===== src/rtl/rle_pkg.sv =====
// Shared run-length codec definitions: field widths, FSM state type, maximum run.
// Latency: n/a (types and constants only).
// Backpressure: n/a.
package rle_pkg;

    localparam int VAL_W_DEF = 8;
    localparam int CNT_W_DEF = 8;

    // Longest run one pair can describe; the encoder splits longer runs here.
    localparam int CNT_MAX = (1 << CNT_W_DEF) - 1;

    typedef enum logic {
        IDLE   = 1'b0,
        EXPAND = 1'b1
    } state_t;

endpackage


===== src/rtl/rle_decoder.sv =====
// Expands (value, amount) pairs into a stream of repeated values, one per accepted beat.
// Latency: pair accepted at edge N presents its first beat right after edge N; runs chain with no bubble.
// Backpressure: beats hold while i_out_ready=0; o_in_ready rises only in IDLE or on the last-beat consume.
// Optional: define RLE_DEC_ERR_CHECK_EN to add sticky o_err, flagging accepted zero-amount pairs.
module rle_decoder
    import rle_pkg::*;
#(
    parameter int VAL_W = VAL_W_DEF,
    parameter int CNT_W = CNT_W_DEF
) (
    input  logic             CLK,
    input  logic             RST,
    input  logic             i_valid,
    input  logic [VAL_W-1:0] i_val,
    input  logic [CNT_W-1:0] i_count,
    output logic             o_in_ready,
    output logic [VAL_W-1:0] o_val,
    output logic             o_valid,
    input  logic             i_out_ready,
    output logic             o_busy
`ifdef RLE_DEC_ERR_CHECK_EN
    ,
    output logic             o_err
`endif
);

    state_t           state;
    logic [CNT_W-1:0] rem;
    logic             accept;
    logic             consume;
    logic             last_beat;
    logic             cnt_zero;

    // rem==1 only occurs in EXPAND, so the last-beat term implies a beat is being consumed.
    assign last_beat  = (rem == CNT_W'(1)) && i_out_ready;
    assign o_in_ready = (state == IDLE) || last_beat;
    assign accept     = i_valid && o_in_ready;
    assign consume    = o_valid && i_out_ready;
    assign cnt_zero   = (i_count == '0);
    assign o_busy     = o_valid;

    // Expansion FSM and down-counter; a new run overrides the finishing one for zero-bubble chaining.
    always_ff @(posedge CLK or negedge RST) begin
        if (!RST) begin
            state   <= IDLE;
            rem     <= '0;
            o_val   <= '0;
            o_valid <= 1'b0;
        end else if (accept && !cnt_zero) begin
            state   <= EXPAND;
            rem     <= i_count;
            o_val   <= i_val;
            o_valid <= 1'b1;
        end else if (consume && last_beat) begin
            // Run exhausted (a coincident zero-amount pair adds nothing); o_val keeps its last value.
            state   <= IDLE;
            rem     <= '0;
            o_valid <= 1'b0;
        end else if (consume) begin
            rem     <= rem - CNT_W'(1);
        end
    end

`ifdef RLE_DEC_ERR_CHECK_EN
    // Sticky flag for malformed zero-amount pairs; only reset clears it.
    always_ff @(posedge CLK or negedge RST) begin
        if (!RST) begin
            o_err <= 1'b0;
        end else if (accept && cnt_zero) begin
            o_err <= 1'b1;
        end
    end
`endif

endmodule


===== config.mk =====
export PLATFORM = sky130hd
export DESIGN_NAME = rle_decoder
export DESIGN_NICKNAME = d
export VERILOG_FILES = /design/src/rtl/rle_pkg.sv /design/src/rtl/rle_decoder.sv
export SDC_FILE = /design/constraint.sdc
export NUM_CORES = 1
export LEC_CHECK = 0
export ABC_AREA = 1
export CAP_MARGIN = 0
export CORE_UTILIZATION = 40
export DETAILED_ROUTE_END_ITERATION = 10
export PLACE_DENSITY = 0.79
export SLEW_MARGIN = 25
export SYNTH_ARGS = -nofsm -noshare
export SYNTH_HDL_FRONTEND = slang
export SYNTH_SLANG_ARGS = --single-unit

===== constraint.sdc =====
create_clock -name CLK -period 1.4 [get_ports CLK]
set_clock_uncertainty 0.05 [all_clocks]
set_input_delay 0.28 -clock CLK [delete_from_list [all_inputs] [get_ports CLK]]
set_output_delay 0.28 -clock CLK [all_outputs]
set_load 0.02 [all_outputs]

==> impl_metrics.py <==
metrics = {
    "synth": {
        "synth_cell_type_count": 18,
        "yosysWarnings": 0,
        "synth_flop_cell": "dfrtp_1",
        "post-synth-top-area-cell": "dfrtp_1",
        "async_flop_share_pct": 100,
        "yosysMostFrequentCell": "nand3_1",
        "synth-xor-area-share_pct": 3.37,
        "synth_edf_count": 0,
        "yosysTopAreaCellShare_pct": 40.9,
        "synth_seq_cells": 17,
        "synth_fa_ha_area_share_pct": 2.40,
        "syn_inst": 128,
        "synth_area_leaders": "dfrtp_1, nand3_1, nand2_1",
        "yosysSeqAreaShare_pct": 40.9,
        "synth_top_family_by_area": "simple AND/OR/NAND/NOR gates",
        "syn_area_per_cell_um2": 8.13,
        "syn_area_um2": 1040,
        "synth_compound_area_share_pct": 0.481,
        "synthMuxAreaShare_pct": 0,
        "yosys.area_share.simple_pct": 41.2,
        "synth_nets": 150,
        "synthTopCellsByCount": "nand3_1, nand2_1, dfrtp_1",
    },
    "clocking": {
        "cts_hold_buf": 0,
        "ctsHtreeMaxLevel": 1,
        "clock_latency_ns": 0.30,
        "tritoncts": "built",
        "cts_made_buffers": 3,
        "cts_max_path_buffers": 2,
        "clock-root-buffer": "clkbuf_4",
        "clk_pin_slew_ns": 0.10,
        "cts_sinks": 17,
    },
    "setup_path": {
        "r2r_end": "rem[3]$_DFFE_PN0P_",
        "cp_top_family": "flip-flops",
        "reg2reg_from": "rem[1]$_DFFE_PN0P_",
        "worstRegToRegCells": 10,
        "crit_path_end_kind": "output pin",
        "path_cells": "inv_2 -> ha_4 -> nand2_2 -> nor2_2 -> nand2_2 -> nand2_4 -> buf_6",
        "cp.arrival_ns": 1.29,
        "worst-path-buf-inv": 2,
        "critPathKind": "flop to output pin",
        "cp_slowest_cell": "dfrtp_1",
        "cp_common_cell": "nand2_2",
        "cp-start-kind": "flop",
        "max_stage_delay_ns": 0.40,
        "reg2reg_slack_ns": -0.17,
        "crit_path_max_fanout": 2,
        "required_ns": 1.07,
    },
    "global_route": {
        "track_usage_pct": 20.0,
        "grt_start_max_net_pins": 20,
        "grt_antenna_before_repair": 0,
        "grt_pass1_vias": 998,
        "grt_pass1_wl_um": 4030,
        "grt_overflow_total": 0,
    },
    "floorplan": {
        "initial_core_util_pct": 42.0,
        "io_pins": 31,
        "die-area_um2": 2810,
        "die_h_um": 53.0,
        "fp.dieW_um": 53.0,
        "core_um2": 2480,
        "std_cell_rows": 18,
    },
    "placement": {
        "placed_cells": 199,
        "gp_congestion": 0.816,
        "dp_hpwl_um": 1800,
        "port_buffers": 30,
        "placed_area_um2": 1440,
    },
    "job": {
        "drv_cap": 0,
    },
    "routing": {
        "via_count": 1006,
        "firstDrtPassIters": 4,
        "drt_iter0_drc": 11,
        "wirelength_um": 2390,
        "antenna_left": 0,
        "via_per_inst": 4.91,
        "post_drt_wl_per_cell_um": 11.6,
        "drc": 0,
    },
    "pwr": {
        "power.leakage_nw": 0.750,
        "pwr_density_cell_nw_per_um2": 1850,
        "vdd_drop_max_mv": 1.21,
    },
    "sta": {
        "setup_viol": 19,
        "rsz0062_at_grt": "yes",
        "fin_crit_ns": 1.62,
        "post-route-period-util_pct": 116,
        "fmax_mhz": 616,
        "worst_pin_slew_ns": 0.274,
        "slew_headroom_pct": 81.7,
        "setup_slack_ns": -0.224,
        "slew_violations": 0,
        "finalSetupTns_ns": -1.72,
        "finalHoldViolations": 0,
    },
    "outcome": {
        "outcome": "complete, but fails checks",
        "violations": "negative setup slack",
    },
    "final_layout": {
        "drive_gt1_share_pct": 22.9,
        "antenna_cells": 0,
        "syn_to_final_growth_pct": 44.6,
        "final_area_um2": 1510,
        "fill_cells": 234,
        "final_nets": 198,
        "final_cells": 205,
        "final_util_pct": 60.8,
    },
    "worst_hold_path": {
        "worst_hold_path_type": "primary input to async pin",
    },
}
## cell families (layout without fill, tap and decap cells)
logic type                 Yosys count  in the layout
buffers and inverters               18             65
AOI/OAI and AO/OA                    1              1
DFF                                 17             17
and+or+nand+nor                     86             86
xor gates and xnor gates             4              4
adders and majority gates            2              2
## metal layers
metal  part of all wire, %  GRT usage, %
met3                   6.0          2.87
met1                    41          22.5
met4                   3.1          11.8
met2                    50          35.2
met5                     0             0
## cell usage in the layout (no fill, tap or decap), types with 4 or more instances in the layout
cell type,instances
buf_4,17
clkdlybuf4s50_1,19
dfrtp_1,16
dlygate4sd2_1,10
inv_1,9
inv_2,4
nand2_1,32
nand3_1,36
nor2_1,7
xor2_1,4
## state kept, by name (all words and copies together), names as in the netlist
| signal | count |
|---|---|
| state | 1 |
| rem | 8 |
| o_val | 8 |
## through the flow
stage / setup WS (ns) / total power (W) / hold WS (ns)
6_report: -0.224 / 0.00279 / 0.252
5_1_grt: -0.289 / 0.00302 / 0.284
4_1_cts: -0.261 / 0.00272 / 0.252
3_5_place_dp: -0.642 / 0.00250 / 0.412
3_3_place_gp: -0.640 / 0.00246 / 0.407
2_1_floorplan: -0.0248 / 0.00186 / -0.0656
## final cells by class
class                   count  area (um^2)  share of cell area [%]
flip-flops and latches     17          427                    28.3
multi-input cells          93          533                    35.4
clock buffers               3         22.5                    1.50
inverters                  13         48.8                    3.24
clock inverters             1         5.00                   0.333
well taps                  30         37.5                    2.49
repair buffers             48          432                    28.7
## where the power goes
part	switching, W	total, W	leakage, nW	internal [W]
clock network	0.000159	0.000266	0.0177	0.000107
registers	0.000141	0.000859	0.208	0.000718
logic	0.000897	0.00167	0.525	0.000769
## worst register-to-register path: stages (launching register included)
cell	delay, ns
dfrtp_1	0.40
inv_2	0.08
ha_4	0.13
nand2_2	0.05
nor2_2	0.09
nand2_2	0.07
nand2_4	0.07
buf_8	0.19
nand2_8	0.12
nand3_1	0.12
nand3_1	0.09
## worst max path at each step
stage,startpoint,slack (ns),to,cells past startpoint
finish,rem[1]$_DFFE_PN0P_,-0.22,o_in_ready,7
global route,rem[1]$_DFFE_PN0P_,-0.29,o_in_ready,7
CTS,rem[1]$_DFFE_PN0P_,-0.26,o_in_ready,7
detailed placement,i_out_ready,-0.64,o_in_ready,6
global placement,i_out_ready,-0.64,o_in_ready,6
floorplan,rem[1]$_DFFE_PN0P_,-0.02,o_in_ready,8
## what timing repair did
action / CTS / global route
endpoints found under the setup margin: 28 / 20
setup buffers: 1 / 1
gates resized for setup: 17 / 7
pin swaps: 1 / 1
(Power assumes the default switching activity.)
